$ cat config.mk
export PLATFORM = sky130hd
export DESIGN_NAME = bus_stream_mux_flat
export DESIGN_NICKNAME = d
export VERILOG_FILES = /design/src/rtl/bus_stream_pkg.sv /design/src/rtl/bus_stream_mux_if.sv /design/src/rtl/sync_fifo.sv /design/src/rtl/bus_stream_mux.sv /design/src/flat_wrapper.sv
export SDC_FILE = /design/constraint.sdc
export NUM_CORES = 1
export LEC_CHECK = 0
export ABC_AREA = 1
export ABC_CLOCK_PERIOD_IN_PS = 3100
export BUFFER_PORTS_ARGS = -buffer_cell sky130_fd_sc_hd__buf_2
export CAP_MARGIN = 20
export CORE_ASPECT_RATIO = 1.5
export CORE_MARGIN = 2
export CORE_UTILIZATION = 40
export DETAILED_ROUTE_END_ITERATION = 10
export GPL_TIMING_DRIVEN = 0
export HOLD_SLACK_MARGIN = 0.08
export PLACE_DENSITY_LB_ADDON = 0.05
export SYNTH_ARGS = -nofsm -noshare
export SYNTH_HDL_FRONTEND = slang
export SYNTH_SLANG_ARGS = --single-unit
$ cat constraint.sdc
create_clock -name clk_i -period 3.1 [get_ports clk_i]
set_input_delay 0.62 -clock clk_i [delete_from_list [all_inputs] [get_ports clk_i]]
set_output_delay 0.62 -clock clk_i [all_outputs]
set_load 0.01 [all_outputs]
$ cat src/rtl/bus_stream_pkg.sv
// bus_stream_pkg: shared sizing helpers and tagged-word layout for bus_stream_mux.
// A tagged word is {id, payload}. The payload occupies bits [DataWidth-1:0] and
// the channel id sits directly above it, starting at bit DataWidth.
package bus_stream_pkg;

  localparam int unsigned DropCntWidth = 16;
  localparam int unsigned PayloadLsb   = 0;

  // Channel id width: ceil(log2(num_channels)), never below one bit.
  function automatic int unsigned id_width(input int unsigned num_channels);
    return (num_channels <= 2) ? 32'd1 : 32'($clog2(num_channels));
  endfunction

  // Bit position of the id field inside a tagged word.
  function automatic int unsigned id_lsb(input int unsigned data_width);
    return data_width;
  endfunction

  // Total width of a tagged word.
  function automatic int unsigned tag_width(input int unsigned data_width,
                                            input int unsigned num_channels);
    return data_width + id_width(num_channels);
  endfunction

endpackage

$ cat src/rtl/bus_stream_mux_if.sv
// bus_stream_mux_if: downstream link of the mux.
//   tx_data_o/tx_valid_o : tagged words leaving the mux
//   tx_busy_i            : downstream back-pressure
//   rx_data_i/rx_valid_i : tagged return words entering the mux
// master = mux side, slave = downstream side.
interface bus_stream_mux_if #(
  parameter int unsigned DataWidth   = 8,
  parameter int unsigned NumChannels = 4
);
  localparam int unsigned TagWidth = bus_stream_pkg::tag_width(DataWidth, NumChannels);

  logic [TagWidth-1:0] tx_data_o;
  logic                tx_valid_o;
  logic                tx_busy_i;
  logic [TagWidth-1:0] rx_data_i;
  logic                rx_valid_i;

  modport master (
    output tx_data_o, tx_valid_o,
    input  tx_busy_i, rx_data_i, rx_valid_i
  );

  modport slave (
    input  tx_data_o, tx_valid_o,
    output tx_busy_i, rx_data_i, rx_valid_i
  );
endinterface

$ cat src/rtl/sync_fifo.sv
// sync_fifo: single-clock FIFO of 2**AddrWidth words.
// Ports: clk_i, reset_n_i (async active-low, clears pointers/count only);
//   wr_en_i/wr_data_i write side, ignored when full at the start of the cycle;
//   rd_en_i pops, rd_data_c is the combinational head word;
//   count_o registered occupancy, full_c/empty_c combinational flags.
module sync_fifo #(
  parameter int unsigned DataWidth = 8,
  parameter int unsigned AddrWidth = 2
) (
  input  logic                 clk_i,
  input  logic                 reset_n_i,
  input  logic                 wr_en_i,
  input  logic [DataWidth-1:0] wr_data_i,
  input  logic                 rd_en_i,
  output logic [DataWidth-1:0] rd_data_c,
  output logic [AddrWidth:0]   count_o,
  output logic                 full_c,
  output logic                 empty_c
);

  localparam int unsigned Depth    = 1 << AddrWidth;
  localparam int unsigned CntWidth = AddrWidth + 1;

  logic [DataWidth-1:0] mem [Depth];
  logic [AddrWidth-1:0] wr_ptr_q;
  logic [AddrWidth-1:0] rd_ptr_q;
  logic [CntWidth-1:0]  count_q;
  logic                 wr_fire;
  logic                 rd_fire;

  assign full_c    = (count_q == CntWidth'(Depth));
  assign empty_c   = (count_q == '0);
  assign wr_fire   = wr_en_i && !full_c;
  assign rd_fire   = rd_en_i && !empty_c;
  assign rd_data_c = mem[rd_ptr_q];
  assign count_o   = count_q;

  // Pointer and occupancy tracking.
  always_ff @(posedge clk_i or negedge reset_n_i) begin
    if (!reset_n_i) begin
      wr_ptr_q <= '0;
      rd_ptr_q <= '0;
      count_q  <= '0;
    end else begin
      if (wr_fire) wr_ptr_q <= wr_ptr_q + AddrWidth'(1);
      if (rd_fire) rd_ptr_q <= rd_ptr_q + AddrWidth'(1);
      count_q <= count_q + CntWidth'(wr_fire) - CntWidth'(rd_fire);
    end
  end

  // Storage array; contents are don't-care after reset since pointers restart.
  always_ff @(posedge clk_i) begin
    if (wr_fire) mem[wr_ptr_q] <= wr_data_i;
  end

endmodule

$ cat src/rtl/bus_stream_mux.sv
// bus_stream_mux: merges NumChannels client write streams into one tagged
// downstream stream via per-channel FIFOs and a round-robin arbiter, and
// fans tagged return words back out to the clients.
// Ports: clk_i, reset_n_i (async active-low);
//   ch_data_i/ch_valid_i client writes, ch_busy_o per-channel almost-full;
//   ch_data_o/ch_valid_o return payload and one-hot return strobe;
//   bus (master) carries tx_data_o/tx_valid_o/tx_busy_i and rx_data_i/rx_valid_i;
//   drop_cnt_o per-channel saturating drop counters, only when
//   BUS_STREAM_MUX_DROP_CNT_EN is defined.
module bus_stream_mux
  import bus_stream_pkg::*;
#(
  parameter int unsigned DataWidth     = 8,
  parameter int unsigned NumChannels   = 4,
  parameter int unsigned FifoAddrWidth = 2
) (
  input  logic                             clk_i,
  input  logic                             reset_n_i,
  input  logic [NumChannels*DataWidth-1:0] ch_data_i,
  input  logic [NumChannels-1:0]           ch_valid_i,
  output logic [NumChannels-1:0]           ch_busy_o,
  output logic [DataWidth-1:0]             ch_data_o,
  output logic [NumChannels-1:0]           ch_valid_o,
`ifdef BUS_STREAM_MUX_DROP_CNT_EN
  output logic [NumChannels*DropCntWidth-1:0] drop_cnt_o,
`endif
  bus_stream_mux_if.master                 bus
);

  localparam int unsigned IdWidth  = id_width(NumChannels);
  localparam int unsigned Depth    = 1 << FifoAddrWidth;
  localparam int unsigned CntWidth = FifoAddrWidth + 1;

  logic [DataWidth-1:0]   fifo_rd_data [NumChannels];
  logic [CntWidth-1:0]    fifo_count   [NumChannels];
  logic [NumChannels-1:0] fifo_full;
  logic [NumChannels-1:0] fifo_empty;
  logic [NumChannels-1:0] fifo_rd_en;
  logic [NumChannels-1:0] wr_accept;

  logic [IdWidth-1:0]     last_q;
  logic                   grant_found;
  logic                   grant;
  logic [IdWidth-1:0]     grant_id;
  logic [DataWidth-1:0]   grant_data;

  logic [IdWidth-1:0]     rx_id;
  logic [DataWidth-1:0]   rx_payload;
  logic                   rx_hit;

  // Per-channel FIFOs; a write is accepted only when the FIFO was not full
  // at the start of the cycle, regardless of a same-cycle pop.
  for (genvar g = 0; g < NumChannels; g++) begin : g_ch
    assign wr_accept[g] = ch_valid_i[g] && !fifo_full[g];
    assign ch_busy_o[g] = (fifo_count[g] >= CntWidth'(Depth - 1));

    sync_fifo #(
      .DataWidth (DataWidth),
      .AddrWidth (FifoAddrWidth)
    ) u_fifo (
      .clk_i     (clk_i),
      .reset_n_i (reset_n_i),
      .wr_en_i   (wr_accept[g]),
      .wr_data_i (ch_data_i[g*DataWidth +: DataWidth]),
      .rd_en_i   (fifo_rd_en[g]),
      .rd_data_c (fifo_rd_data[g]),
      .count_o   (fifo_count[g]),
      .full_c    (fifo_full[g]),
      .empty_c   (fifo_empty[g])
    );
  end

  // Round-robin search: first non-empty channel strictly after last_q, wrapping.
  always_comb begin
    grant_found = 1'b0;
    grant_id    = '0;
    grant_data  = '0;
    for (int unsigned k = 1; k <= NumChannels; k++) begin
      if (!grant_found && !fifo_empty[(32'(last_q) + k) % NumChannels]) begin
        grant_found = 1'b1;
        grant_id    = IdWidth'((32'(last_q) + k) % NumChannels);
        grant_data  = fifo_rd_data[(32'(last_q) + k) % NumChannels];
      end
    end
  end

  assign grant      = grant_found && !bus.tx_busy_i;
  assign fifo_rd_en = grant ? (NumChannels'(1) << grant_id) : '0;

  // Tx output register and last-granted pointer; tx_data_o holds between words.
  always_ff @(posedge clk_i or negedge reset_n_i) begin
    if (!reset_n_i) begin
      bus.tx_valid_o <= 1'b0;
      bus.tx_data_o  <= '0;
      last_q         <= IdWidth'(NumChannels - 1);
    end else begin
      bus.tx_valid_o <= grant;
      if (grant) begin
        bus.tx_data_o <= {grant_id, grant_data};
        last_q        <= grant_id;
      end
    end
  end

  assign rx_id      = bus.rx_data_i[id_lsb(DataWidth) +: IdWidth];
  assign rx_payload = bus.rx_data_i[PayloadLsb +: DataWidth];
  assign rx_hit     = bus.rx_valid_i && (32'(rx_id) < NumChannels);

  // Return path: out-of-range ids are discarded without a strobe.
  always_ff @(posedge clk_i or negedge reset_n_i) begin
    if (!reset_n_i) begin
      ch_valid_o <= '0;
      ch_data_o  <= '0;
    end else begin
      ch_valid_o <= rx_hit ? (NumChannels'(1) << rx_id) : '0;
      if (rx_hit) ch_data_o <= rx_payload;
    end
  end

`ifdef BUS_STREAM_MUX_DROP_CNT_EN
  logic [DropCntWidth-1:0] drop_cnt_q [NumChannels];

  // Saturating count of writes refused because the FIFO was full.
  always_ff @(posedge clk_i or negedge reset_n_i) begin
    if (!reset_n_i) begin
      for (int unsigned i = 0; i < NumChannels; i++) drop_cnt_q[i] <= '0;
    end else begin
      for (int unsigned i = 0; i < NumChannels; i++) begin
        if (ch_valid_i[i] && fifo_full[i] && (drop_cnt_q[i] != '1)) begin
          drop_cnt_q[i] <= drop_cnt_q[i] + DropCntWidth'(1);
        end
      end
    end
  end

  for (genvar g = 0; g < NumChannels; g++) begin : g_drop
    assign drop_cnt_o[g*DropCntWidth +: DropCntWidth] = drop_cnt_q[g];
  end
`endif

endmodule

$ cat src/flat_wrapper.sv
// flat-port wrapper written by rule: the top's interface ports become plain ports
module bus_stream_mux_flat import bus_stream_pkg::*;
#(
  parameter int unsigned DataWidth     = 8,
  parameter int unsigned NumChannels   = 4,
  parameter int unsigned FifoAddrWidth = 2
)
  (clk_i, reset_n_i, ch_data_i, ch_valid_i, ch_busy_o, ch_data_o, ch_valid_o, bus_tx_data_o, bus_tx_valid_o, bus_tx_busy_i, bus_rx_data_i, bus_rx_valid_i);
  bus_stream_mux_if #(.DataWidth(DataWidth), .NumChannels(NumChannels)) bus_i ();
  input  logic clk_i;
  input  logic reset_n_i;
  input  logic [NumChannels*DataWidth-1:0] ch_data_i;
  input  logic [NumChannels-1:0] ch_valid_i;
  output logic [NumChannels-1:0] ch_busy_o;
  output logic [DataWidth-1:0] ch_data_o;
  output logic [NumChannels-1:0] ch_valid_o;
  output wire logic [$bits(bus_i.tx_data_o)-1:0] bus_tx_data_o;
  output wire logic [$bits(bus_i.tx_valid_o)-1:0] bus_tx_valid_o;
  input wire logic [$bits(bus_i.tx_busy_i)-1:0] bus_tx_busy_i;
  input wire logic [$bits(bus_i.rx_data_i)-1:0] bus_rx_data_i;
  input wire logic [$bits(bus_i.rx_valid_i)-1:0] bus_rx_valid_i;
  assign bus_tx_data_o = bus_i.tx_data_o;
  assign bus_tx_valid_o = bus_i.tx_valid_o;
  assign bus_i.tx_busy_i = bus_tx_busy_i;
  assign bus_i.rx_data_i = bus_rx_data_i;
  assign bus_i.rx_valid_i = bus_rx_valid_i;
  bus_stream_mux #(.DataWidth(DataWidth), .NumChannels(NumChannels), .FifoAddrWidth(FifoAddrWidth)) u_core (.clk_i(clk_i), .reset_n_i(reset_n_i), .ch_data_i(ch_data_i), .ch_valid_i(ch_valid_i), .ch_busy_o(ch_busy_o), .ch_data_o(ch_data_o), .ch_valid_o(ch_valid_o), .bus(bus_i));
endmodule
After elaboration in Yosys (flattened, before gate mapping)
Memories as Yosys holds them, arrays and structs flattened.
Cells that the tools add are included.
W data, S select, Z words.
{"block": "word_totals", "memories": 4, "word_cells": 139, "regBits": 53, "ramBits": 128, "out_inout_bits": 27}
{"memory": "u_core.g_ch[0].u_fifo.mem", "depth": 4, "width": 8, "read_ports": 1, "rd_clocked_by_memory_dff": 0, "write_ports": 1, "line_no": "sync_fifo.sv:24", "source": "logic [DataWidth-1:0] mem [Depth];"}
{"memory": "u_core.g_ch[1].u_fifo.mem", "depth": 4, "width": 8, "read_ports": 1, "rd_clocked_by_memory_dff": 0, "write_ports": 1, "line_no": "sync_fifo.sv:24"}
{"memory": "u_core.g_ch[2].u_fifo.mem", "depth": 4, "width": 8, "read_ports": 1, "rd_clocked_by_memory_dff": 0, "write_ports": 1, "line_no": "sync_fifo.sv:24"}
{"memory": "u_core.g_ch[3].u_fifo.mem", "depth": 4, "width": 8, "read_ports": 1, "rd_clocked_by_memory_dff": 0, "write_ports": 1, "line_no": "sync_fifo.sv:24"}
{"block": "op_classes", "shifts": 2, "eq_ne": 4, "muxes": 42, "addsub": 20, "reduce_logical": 34, "order_cmp": 12, "bitwise_logic": 4}
{"operator": "$ge A33 B3 Y1 const B", "count": 4}
{"operator": "$not A2 Y33", "count": 4}
{"operator": "$mux W8", "count": 12}
{"operator": "$bmux W8 S2", "count": 4}
{"operator": "$add A2 B1 Y2 const B", "count": 10}
{"operator": "$logic_and A1 B1 Y1", "count": 16}
{"operator": "$mux W1", "count": 16}
{"operator": "$logic_not A1 Y1", "count": 14}
{"operator": "$add A3 B1 Y3", "count": 4}
{"operator": "$eq A3 B3 Y1 const B", "count": 4}
{"operator": "$ge A3 B2 Y1 const B", "count": 4}
{"operator": "$logic_not A3 Y1", "count": 4}
{"operator": "$lt A2 B3 Y1 const B", "count": 4}
{"operator": "$sub A3 B1 Y3", "count": 4}
{"operator": "$bmux W1 S2", "count": 4}
{"operator": "$mux W2", "count": 4}
{"operator": "$mux W4", "count": 2}
{"operator": "$shl A1 B2 Y4 const A", "count": 2}
{"operator": "$add A2 B2 Y2 const B", "count": 2}

Logic depth before layout (Yosys ltp)
Gate-level depths: netlist of run 1.
{"block": "logic_depth", "ltp_word": 16, "mapped_depth": 19, "mapped_depth_nobuf": 18}

Modules after synthesis
From an unflattened synthesis of run 1, not the netlist that was laid out.
{"block": "hier_totals", "cells_unflattened": 1085, "area_unflattened_um2": 9411.5}
{"module": "sync_fifo", "area_each_um2": 1725.4, "cells_per_inst": 159, "n_inst": 4}
{"module": "bus_stream_mux", "area_each_um2": 2509.9, "cells_per_inst": 449, "n_inst": 1}

Worst setup path before layout of run 1
OpenSTA, ideal clock, no wires.
{"block": "synth_timing", "kind": "reg2reg", "start": "register u_core.last_q[0]", "end": "register u_core.g_ch[2].u_fifo.count_q[2]", "t_required_ns": 2.977, "path_slack_ns": 0.490, "path_stages_with_launch": 19, "setup_time_ns": 0.123, "t_arrival_ns": 2.487, "path_cell_list": "dfstp_2 -> buf_6 -> nand3_2 -> nand2_2 -> nand2_2 -> nand2_4 -> nand2_2 -> nand2_1 -> nand2_2 -> nand2_4 -> inv_2 -> nand3_2 -> inv_1 -> ha_1 -> inv_1 -> ha_1 -> inv_1 -> fa_1 -> xnor2_1"}
{"block": "synth_between", "elab_chain_len": 16, "word_cells_on_any_way": 33}
{"item": "from (decl)", "line_no": "bus_stream_mux.sv:41", "source": "logic [IdWidth-1:0] last_q;"}
{"item": "from (signal assigned)", "line_no": "bus_stream_mux.sv:95", "source": "last_q <= IdWidth'(NumChannels - 1);"}
{"item": "from (signal assigned)", "line_no": "bus_stream_mux.sv:100", "source": "last_q <= grant_id;"}
{"item": "$add A2 B2 Y2", "line_no": "bus_stream_mux.sv:79, bus_stream_mux.sv:81"}
{"item": "$bmux W1 S2", "line_no": "bus_stream_mux.sv:79", "source": "if (!grant_found && !fifo_empty[(32'(last_q) + k) % NumChannels]) begin"}
{"item": "$mux W1 (implied by the code)", "line_no": "bus_stream_mux.sv:79"}
{"item": "$logic_not A1 Y1", "line_no": "bus_stream_mux.sv:79"}
{"item": "$logic_and A1 B1 Y1", "line_no": "bus_stream_mux.sv:79"}
{"item": "$mux W1", "line_no": "bus_stream_mux.sv:79"}
{"item": "$logic_not A1 Y1", "line_no": "bus_stream_mux.sv:79"}
{"item": "$logic_and A1 B1 Y1", "line_no": "bus_stream_mux.sv:79"}
{"item": "$mux W1", "line_no": "bus_stream_mux.sv:79"}
{"item": "$logic_not A1 Y1", "line_no": "bus_stream_mux.sv:79"}
{"item": "$logic_and A1 B1 Y1", "line_no": "bus_stream_mux.sv:79"}
{"item": "$mux W2 or $mux W1 (tied branches)", "line_no": "bus_stream_mux.sv:79"}
{"item": "$shl A1 B2 Y4 or $logic_and A1 B1 Y1 (tied branches)", "line_no": "bus_stream_mux.sv:88, bus_stream_mux.sv:87"}
{"item": "$mux W4 (*)", "line_no": "bus_stream_mux.sv:88", "source": "assign fifo_rd_en = grant ? (NumChannels'(1) << grant_id) : '0;"}
{"item": "$logic_and A1 B1 Y1 (*)", "line_no": "sync_fifo.sv:34", "source": "assign rd_fire = rd_en_i && !empty_c;"}
{"item": "net u_core.g_ch[2].u_fifo.rd_fire", "line_no": "sync_fifo.sv:29", "source": "logic rd_fire;"}
{"item": "$sub A3 B1 Y3 (*)", "line_no": "sync_fifo.sv:47", "source": "count_q <= count_q + CntWidth'(wr_fire) - CntWidth'(rd_fire);"}
{"item": "to (signal assigned)", "line_no": "sync_fifo.sv:47"}
{"item": "to (decl)", "line_no": "sync_fifo.sv:27", "source": "logic [CntWidth-1:0] count_q;"}
Mark *: on every way through the listed nets, which the timed path passes. The rest lies on a longest branch. The select of a mux whose other input is x is not followed.
A chain may end at the register's enable or synchronous reset.

Worst setup path after layout of run 1
{"block": "layout_timing", "start": "register u_core.last_q[0]", "end": "register u_core.g_ch[3].u_fifo.count_q[2]"}
{"block": "layout_between", "elab_chain_len": 16, "word_cells_on_any_way": 33}
{"item": "$add A2 B2 Y2", "line_no": "bus_stream_mux.sv:79, bus_stream_mux.sv:81"}
{"item": "$bmux W1 S2", "line_no": "bus_stream_mux.sv:79"}
{"item": "$mux W1 (implied by the code)", "line_no": "bus_stream_mux.sv:79"}
{"item": "$logic_not A1 Y1", "line_no": "bus_stream_mux.sv:79"}
{"item": "$logic_and A1 B1 Y1", "line_no": "bus_stream_mux.sv:79"}
{"item": "$mux W1", "line_no": "bus_stream_mux.sv:79"}
{"item": "$logic_not A1 Y1", "line_no": "bus_stream_mux.sv:79"}
{"item": "$logic_and A1 B1 Y1", "line_no": "bus_stream_mux.sv:79"}
{"item": "$mux W1", "line_no": "bus_stream_mux.sv:79"}
{"item": "$logic_not A1 Y1", "line_no": "bus_stream_mux.sv:79"}
{"item": "$logic_and A1 B1 Y1", "line_no": "bus_stream_mux.sv:79"}
{"item": "$mux W2 or $mux W1 (tied branches)", "line_no": "bus_stream_mux.sv:79"}
{"item": "$shl A1 B2 Y4 or $logic_and A1 B1 Y1 (tied branches)", "line_no": "bus_stream_mux.sv:88, bus_stream_mux.sv:87"}
{"item": "$mux W4 (*)", "line_no": "bus_stream_mux.sv:88"}
{"item": "$logic_and A1 B1 Y1 (*)", "line_no": "sync_fifo.sv:34"}
{"item": "net u_core.g_ch[3].u_fifo.rd_fire", "line_no": "sync_fifo.sv:29"}
{"item": "$sub A3 B1 Y3 (*)", "line_no": "sync_fifo.sv:47"}
{"item": "to (signal assigned)", "line_no": "sync_fifo.sv:47"}
{"item": "to (decl)", "line_no": "sync_fifo.sv:27"}
Marks and branches as above.

==> results.txt, run 1 <==
Antenna Cells -> 0
GRT Overall Usage -> 19.3%
TritonCTS buffer count -> 17
Port bufs -> 75
Highest Clock Rate -> 342 MHz
DRC viols -> 0
Finish-stage setup viols -> 0
Buf/Inv on CP -> 5
Clock buffer depth -> 2
Ys Warns -> 0
Final hold vios -> 0
Total Wirelength -> 21,600 um
Worst VDD drop -> 0.000425 V
DIE AREA -> 0.0234 mm2
Core ar. -> 0.0217 mm2
Synth Instances -> 942
Die Ht -> 186 um
Synthesized cell area -> 0.00886 mm2
FFs w/ async S/R, synth -> 29.3%
Critical Path Sink Type -> flop
Grt total ovfl -> 0
Cell Pwr Density -> 1060 mW/mm2
Slowest-stage cell, CP -> dfstp_2
Outcome -> complete, no violations
Routed Antenna Nets -> 0
Row cnt -> 66
Clk_lat worst skew -> 450 ps
Final instance area -> 0.0102 mm2
Worst Path Max Fanout -> 10
First-pass GRT wire length -> 34,600 um
Critical Path Source Type -> flop
CTS root buf -> clkbuf_16
Clock transition at the registers of the reported paths -> 70 ps
CTS tree -> done
Post-synthesis sequential element count -> 181
Max Cap Violations -> 0
Final min period -> 2930 ps
Vias in the first global route -> 6,447
Cell leakage power -> 4.60 nW
Total stage count of the critical path -> 18
Seq/Total Area, Yosys -> 58.4%
Post-place instance area -> 0.00958 mm2
Primary FF master, synth -> edfxtp_1
Initial DRC count -> 288
Initial Util -> 40.8%
Largest net degree at the start of global routing -> 54
Commonest non-fill, non-tap cell in the layout -> nand2_1
RSZ-0062 raised after global routing -> true
Commonest cells after routing, fill and taps aside -> 381 x nand2_1, 128 x nand3_1, 128 x edfxtp_1, 83 x buf_2, 55 x inv_1
Hold WC Path Type -> in -> async
Drt pass-1 iters -> 5
Slew margin rel. -> 46.8%
Final TNS setup -> 0 ps
Avg WL per Cell -> 16.3 um
Layout cells sized above 1 -> 16.9%
Worst Reg2Reg Path Length in Cells -> 18
Number of flops mapped to enable cells by yosys -> 128
Slew Viols, Final -> 0
Critical Path RT -> 3430 ps
DR vias/cell -> 4.86
Syn_nets -> 1,024
Setup Crit Path Kind -> reg -> reg
Post-DP HPWL -> 16,200 um
Initial antenna violation count -> 0
Syn avg cell area -> 9.41 um2
Final worst path period share -> 94.5%
Vias -> 6,445
Clk sink count -> 181
Slew @ Worst Pin -> 795 ps
Max H-tree Level -> 4
CP cell instances -> inv_2 -> buf_6 -> nand3_2 -> nand2_2 -> nand2_2 -> nand2_4 -> nand2_2 -> nand2_1 -> nand2_2 -> nand2_4 -> nand3_1 -> inv_1 -> ha_1 -> inv_1 -> ha_1 -> inv_1 -> fa_1 -> xnor2_1
Skew final -> 10.8 ps
Cell variety after synth -> 28
I/O pins -> 77
Chip Width -> 126 um
Critical Path AT -> 3250 ps
Most frequent CP cell -> nand2_2
Gp weighted congestion -> 0.808
Area grow syn2layout -> 15.5%
CP delay by family, top -> simple AND/OR/NAND/NOR gates
# nets final -> 1,123
Critical path's largest stage delay -> 620 ps
## path summary, 6_finish.rpt
check	start	end	slack, ps
min in group clk_i	bus_rx_data_i[9]	u_core.ch_valid_o[0]	360
setup reg to reg	u_core.last_q[0]	u_core.g_ch[3].u_fifo.count_o[2]	170
max in group asynchronous	reset_n_i	u_core.g_ch[3].u_fifo.rd_ptr_q[0]	2360
hold reg to reg	u_core.ch_data_o[4]	u_core.ch_data_o[4]	470
hold / removal	reset_n_i	u_core.g_ch[2].u_fifo.wr_ptr_q[0]	220
setup / recovery	u_core.last_q[0]	u_core.g_ch[3].u_fifo.count_o[2]	170
## sequential cells by signal (all words and copies together) (netlist names)
name                         flops
u_core.g_ch.u_fifo.count_o      12
u_core.g_ch.u_fifo.mem         128
u_core.g_ch.u_fifo.wr_ptr_q      8
u_core.bus.tx_valid_o            1
u_core.g_ch.u_fifo.rd_ptr_q      8
u_core.ch_data_o                 8
u_core.bus.tx_data_o            10
u_core.last_q                    2
u_core.ch_valid_o                4
## power by group
group,total [mW],leakage (nW),switching [mW],internal (mW)
clock network,2.06,0.277,0.986,1.07
logic,5.28,2.51,3.55,1.73
registers,3.56,1.81,0.283,3.28
## routing by layer
metal / vias to the layer above / global-route usage, % / share of wire [%]
met5: - / 0 / 0
li1: 3302 / - / -
met3: 40 / 4.04 / 3.5
met2: 122 / 35.3 / 54
met4: 0 / 8.80 / 3.4
met1: 2981 / 21.2 / 39
## repair_timing
action                     4_1_cts  5_1_grt
setup buffers                    0        4
hold buffers                     0        0
cloned                           0        1
hold endpoints to repair         0        0
resized for setup                2       11
setup endpoints to repair        8        8
pin swaps                        0        2
## cells in the mapped netlist (4+ instances only)
cell	n	share of area, %
clkinv_1	4	0.17
clkbuf_1	16	0.68
a21oi_1	12	0.68
inv_1	55	2.3
ha_1	28	4.0
nor2_1	32	1.4
nand3_1	130	7.3
nand2_1	381	16
nand4_1	16	1.1
nor2_4	5	0.64
xor2_1	8	0.79
o21ai_0	4	0.23
dfrtp_1	51	14
inv_2	6	0.25
buf_6	6	0.76
nor3_1	4	0.23
nand3_2	11	1.2
xnor2_1	4	0.40
fa_1	4	0.90
edfxtp_1	128	43
buf_2	9	0.51
nand2_2	14	0.99
## final cells by class
type	count	area [um2]
Clock inverter	14	114
Multi-Input combinational cell	660	3290
Tap cell	272	340
Fill cell	2124	11500
Timing Repair Buffer	79	420
Buffer	37	211
Inverter	65	246
Clock buffer	18	439
Sequential cell	181	5170
## through the flow
| step | hold WS [ps] | util, % | setup slack (ps) | total power [mW] | std cells |
|---|---|---|---|---|---|
| CTS | 266 | 46.7 | 69.0 | 10.9 | 1321 |
| finish | 219 | 47.1 | 172 | 10.9 | 1326 |
| floorplan | 324 | - | 490 | 7.20 | 942 |
| global placement | 455 | 44.1 | -92.0 | 8.71 | 1289 |
| detailed placement | 456 | 44.1 | -96.7 | 8.78 | 1289 |
| global route | 289 | 47.1 | -25.1 | 11.9 | 1326 |
## logic make-up after synthesis
group | share of synthesized area (%)
and+or+nand+nor | 29.5
DFF | 58.4
buffers and inverters | 5.08
adders and majority gates | 4.86
AOI/OAI and AO/OA | 1.02
xor gates and xnor gates | 1.19
No activity file was read; power rests on OpenSTA's default activity.
==> inputs of run 2 (changes only) <==
Settings changed: GPL_TIMING_DRIVEN 0 to not set.
==> run 2 against run 1 <==
Critical path depth stayed put. Clock-buffer cell count stayed put. Cell area is 0.39% lower. Clock power hardly changed. Critical path type unchanged. Clock skew is 2.9 ps lower. Global-route usage is 0.26 points lower.
==> results.txt, run 2 (synthesis results as in run 1) <==
DIE AREA -> 0.0234 mm2
Fin worst setup slack -> 211 ps
Initial antenna violation count -> 0
Clock buffer depth -> 2
CP delay by family, top -> adder cells
Worst R2R Start -> u_core.last_q[0]
Wire length on met3 -> 689 um
Antenna Cells -> 0
R2r setup slk -> 210 ps
Hold WC Path Type -> in -> async
Critical Path Source Type -> flop
Drt pass-1 iters -> 5
Final hold vios -> 0
GRT Overall Usage -> 19.0%
Area grow syn2layout -> 15.0%
RSZ-0062 raised after global routing -> true
Post-place instance area -> 0.00960 mm2
DRC viols -> 0
Fill cells -> 2,117
Setup Crit Path Kind -> reg -> reg
Commonest non-fill, non-tap cell in the layout -> nand2_1
Initial DRC count -> 362
Vias in the first global route -> 6,278
Slew @ Worst Pin -> 825 ps
Initial Util -> 40.8%
Finish-stage setup viols -> 0
Skew final -> 7.97 ps
Critical path's largest stage delay -> 620 ps
Max H-tree Level -> 4
DR vias/cell -> 4.83
Post-DP HPWL -> 15,900 um
Clk sink count -> 181
Grt total ovfl -> 0
Port bufs -> 76
Clk_lat worst skew -> 440 ps
Die Ht -> 186 um
Final instance area -> 0.0102 mm2
CTS tree -> done
Total Wirelength -> 21,300 um
Clock transition at the registers of the reported paths -> 70 ps
Max reg flops -> 128
Most frequent CP cell -> nand2_2
Vias -> 6,352
Worst Path Max Fanout -> 9
Row cnt -> 66
Slew Viols, Final -> 0
Commonest cells after routing, fill and taps aside -> 380 x nand2_1, 128 x nand3_1, 128 x edfxtp_1, 76 x buf_2, 55 x inv_1
CTS root buf -> clkbuf_16
TritonCTS buffer count -> 17
Worst VDD drop -> 0.000419 V
First-pass GRT wire length -> 34,200 um
Register area -> 0.00517 mm2
Highest routed layer -> met4
Critical Path AT -> 3220 ps
Highest Clock Rate -> 346 MHz
Critical Path RT -> 3430 ps
Area of the multi-input gates -> 0.00326 mm2
Critical Path Sink Type -> flop
Hold_buf cts -> 0
Gp weighted congestion -> 0.836
Max Cap Violations -> 0
# nets final -> 1,112
Cell Pwr Density -> 1050 mW/mm2
Hold_ws -> 177 ps
Slew margin rel. -> 44.8%
Routed Antenna Nets -> 0
Final worst path period share -> 93.2%
Cell leakage power -> 4.60 nW
I/O pins -> 77
Final TNS setup -> 0 ps
Detail Route met2 WL -> 11,400 um
Core ar. -> 0.0217 mm2
Pre-CTS WS -> 87.9 ps
Outcome -> complete, no violations
Layout cells sized above 1 -> 17.7%
Met1 wire length -> 8670 um
Buf/Inv on CP -> 5
Final min period -> 2890 ps
Slowest-stage cell, CP -> dfstp_2
Largest Register -> u_core.g_ch.u_fifo.mem
Worst Reg2Reg Path Length in Cells -> 18
Largest net degree at the start of global routing -> 25
CP cell instances -> buf_4 -> nand3_2 -> nand2_2 -> nand2_2 -> nand2_4 -> nand2_2 -> nand2_1 -> nand2_2 -> nand2_4 -> inv_2 -> nand3_2 -> inv_1 -> ha_1 -> inv_1 -> ha_1 -> inv_1 -> fa_1 -> xnor2_1
Tot Pwr -> 10.7 mW
Chip Width -> 126 um
RR Endpoint -> u_core.g_ch[2].u_fifo.count_o[2]
Avg WL per Cell -> 16.2 um
run 2: worst max-delay path by stage:
stage | startpoint | to | cells past startpoint
after floorplan | u_core.last_q[0] | u_core.g_ch[2].u_fifo.count_o[2] | 18
after global placement | u_core.last_q[0] | u_core.g_ch[3].u_fifo.count_o[2] | 16
after detailed placement | u_core.last_q[0] | u_core.g_ch[3].u_fifo.count_o[1] | 16
after CTS | u_core.last_q[0] | u_core.g_ch[3].u_fifo.count_o[1] | 16
after global routing | u_core.last_q[0] | u_core.g_ch[3].u_fifo.count_o[1] | 17
final | u_core.last_q[0] | u_core.g_ch[2].u_fifo.count_o[2] | 18
run 2: power by group:
group	total (mW)	switching [mW]	leakage (nW)	internal, mW
Combinational	5.05	3.36	2.53	1.69
Sequential	3.64	0.370	1.81	3.27
Clock	2.06	0.985	0.268	1.07
Total	10.7	4.71	4.60	6.03
run 2: stage by stage:
step / instances / utilization [%]
final: 1315 / 46.9
after global routing: 1315 / 46.9
after CTS: 1314 / 46.7
after detailed placement: 1282 / 44.2
after global placement: 1282 / 44.2
after floorplan: 942 / -
run 2: per-layer routing:
layer / global-route usage (%) / vias up
met5: 0 / -
met4: 6.75 / 0
met3: 3.78 / 25
met2: 34.6 / 108
met1: 22.1 / 2948
li1: - / 3271
run 2: layout make-up:
class,count,area share (%)
Clock buffer,18,4.31
Clock inverter,14,1.14
Inverter,65,2.44
Multi-Input combinational cell,659,32.0
Sequential cell,181,50.7
Tap cell,272,3.34
Timing Repair Buffer,106,6.06
run 2: worst reg2reg max path, cell delays in order, from the launching register on:
cell and delay (ps):
dfstp_2 620, buf_4 170, nand3_2 110, nand2_2 120, nand2_2 60, nand2_4 100, nand2_2 70, nand2_1 90
nand2_2 60, nand2_4 130, inv_2 70, nand3_2 70, inv_1 50, ha_1 270, inv_1 60, ha_1 140
inv_1 50, fa_1 410, xnor2_1 130
run 2: what timing repair did:
action,CTS,global route
gates resized for setup,0,12
buffers inserted,0,1
endpoints found under the setup margin,0,8
==> inputs of run 3 (changes only) <==
Settings changed: CTS_BUF_LIST set to sky130_fd_sc_hd__clkbuf_16.
==> run 3 against run 2 <==
Register-to-register slack about the same. Cell area is essentially flat. Critical path depth unchanged. Sequential power about the same. Sequential share of layout area is essentially flat. Fmax about the same. Sequential cell count unchanged. Routed wire length about the same.
==> results.txt, run 3 (synthesis results as in run 1) <==
Slew @ Worst Pin -> 817 ps
Commonest non-fill, non-tap cell in the layout -> nand2_1
Register area -> 0.00517 mm2
I/O pins -> 77
# nets final -> 1,112
Final instance area -> 0.0102 mm2
Cell Pwr Density -> 1050 mW/mm2
Final TNS setup -> 0 ps
Most frequent CP cell -> nand2_2
Drt pass-1 iters -> 5
Hold WC Path Type -> in -> async
Row cnt -> 66
Port bufs -> 76
Area grow syn2layout -> 14.9%
TritonCTS buffer count -> 17
Critical path's largest stage delay -> 620 ps
Reg power frac -> 34.0%
Cell leakage power -> 4.60 nW
Worst R2R Start -> u_core.last_q[0]
Skew final -> 8.34 ps
Antenna Cells -> 0
Final min period -> 2890 ps
Slowest-stage cell, CP -> dfstp_2
Critical Path Source Type -> flop
Core ar. -> 0.0217 mm2
CTS tree -> done
Clock transition at the registers of the reported paths -> 70 ps
Setup Crit Path Kind -> reg -> reg
DR vias/cell -> 4.84
Die Ht -> 186 um
R2r setup slk -> 210 ps
Utilization after layout -> 46.9%
Finish-stage setup viols -> 0
CTS root buf -> clkbuf_16
Vias in the first global route -> 6,280
Initial Util -> 40.8%
Vias -> 6,359
Int Pwr -> 6.01 mW
Tot Pwr -> 10.7 mW
Clock share of power -> 18.9%
Max H-tree Level -> 4
Final worst path period share -> 93.2%
Worst VDD drop -> 0.000419 V
Total Wirelength -> 21,300 um
Worst Reg2Reg Path Length in Cells -> 18
GRT Overall Usage -> 19.0%
Fill cells -> 2,121
Clock buffer depth -> 2
Post-DP HPWL -> 15,900 um
Area of the multi-input gates -> 0.00326 mm2
Highest Clock Rate -> 346 MHz
Clk sink count -> 181
Clk_lat worst skew -> 440 ps
Slew margin rel. -> 45.4%
Grt total ovfl -> 0
Slew Viols, Final -> 0
Commonest cells after routing, fill and taps aside -> 380 x nand2_1, 128 x nand3_1, 128 x edfxtp_1, 76 x buf_2, 55 x inv_1
Largest Register -> u_core.g_ch.u_fifo.mem
Gp weighted congestion -> 0.836
Max reg flops -> 128
First-pass GRT wire length -> 34,200 um
Sw Ratio -> 43.9%
Routed Antenna Nets -> 0
Layout cells sized above 1 -> 17.6%
Critical Path AT -> 3220 ps
Post-place instance area -> 0.00960 mm2
Outcome -> complete, no violations
RSZ-0062 raised after global routing -> true
Avg WL per Cell -> 16.2 um
Comb power frac -> 47.1%
DRC viols -> 0
Initial antenna violation count -> 0
Critical Path Sink Type -> flop
Worst Path Max Fanout -> 9
RR Endpoint -> u_core.g_ch[2].u_fifo.count_o[2]
CP cell instances -> buf_4 -> nand3_2 -> nand2_2 -> nand2_2 -> nand2_4 -> nand2_2 -> nand2_1 -> nand2_2 -> nand2_4 -> inv_2 -> nand3_2 -> inv_1 -> ha_1 -> inv_1 -> ha_1 -> inv_1 -> fa_1 -> xnor2_1
Sw power -> 4.71 mW
Initial DRC count -> 346
Largest net degree at the start of global routing -> 25
Final hold vios -> 0
Critical Path RT -> 3430 ps
Chip Width -> 126 um
DIE AREA -> 0.0234 mm2
Max Cap Violations -> 0
-- run 3: cell count changes in the layout (fill, tap and decap cells not counted) --
cell	delta
clkbuf_8	-1
clkinv_1	+1
-- run 3: worst max path at each step --
stage                startpoint  depth (start not counted)                                to
3_5_place_dp   u_core.last_q[0]                         16  u_core.g_ch[3].u_fifo.count_o[1]
2_1_floorplan  u_core.last_q[0]                         18  u_core.g_ch[2].u_fifo.count_o[2]
5_1_grt        u_core.last_q[0]                         17  u_core.g_ch[3].u_fifo.count_o[1]
4_1_cts        u_core.last_q[0]                         16  u_core.g_ch[3].u_fifo.count_o[1]
3_3_place_gp   u_core.last_q[0]                         16  u_core.g_ch[3].u_fifo.count_o[2]
6_report       u_core.last_q[0]                         18  u_core.g_ch[2].u_fifo.count_o[2]
-- run 3: per-stage QoR --
step	cells	setup slack (ps)	hold WS (ps)
after global routing	1315	-4.84	195
after CTS	1314	58.4	184
after global placement	1282	115	454
after floorplan	942	490	324
after detailed placement	1282	87.9	454
final	1315	212	176
-- run 3: worst max-delay path: cells and delay by family (launching register included) --
kind | cells | cell delay (ps)
buf+inv | 5 | 400
simple gates | 9 | 810
xor+xnor | 1 | 130
fa+ha+maj | 3 | 820
flops | 1 | 620
-- run 3: repair_timing --
action                     CTS  global route
hold endpoints to repair     0             0
hold buffers                 0             0
setup buffers                0             1
resized for setup            0            12
setup endpoints to repair    0             8
-- run 3: layer usage --
| layer | up-vias | part of all wire, % | GRT usage, % | routed length (um) |
|---|---|---|---|---|
| met3 | 25 | 3.4 | 3.78 | 725 |
| met1 | 2947 | 40 | 22.0 | 8620 |
| met5 | - | 0 | 0 | 0 |
| met4 | 0 | 2.5 | 6.75 | 526 |
| met2 | 116 | 54 | 34.6 | 11400 |
| li1 | 3271 | - | - | - |
-- run 3: layout make-up --
type | count | share of cell area [%]
tap | 272 | 3.34
clock inverter | 15 | 1.18
sequential | 181 | 50.8
clock buffer | 17 | 4.18
multi-input combinational | 659 | 32.0
inverter | 65 | 2.45
timing repair buffer | 106 | 6.07
-- run 3: power groups by stage --
stage | combinational, mW | clock (mW) | sequential, mW
after floorplan | 3.64 | 0 | 3.56
after global placement | 5.08 | 0 | 3.69
after detailed placement | 5.09 | 0 | 3.69
after CTS | 5.11 | 2.08 | 3.65
after global routing | 5.83 | 2.18 | 3.72
final | 5.05 | 2.03 | 3.64
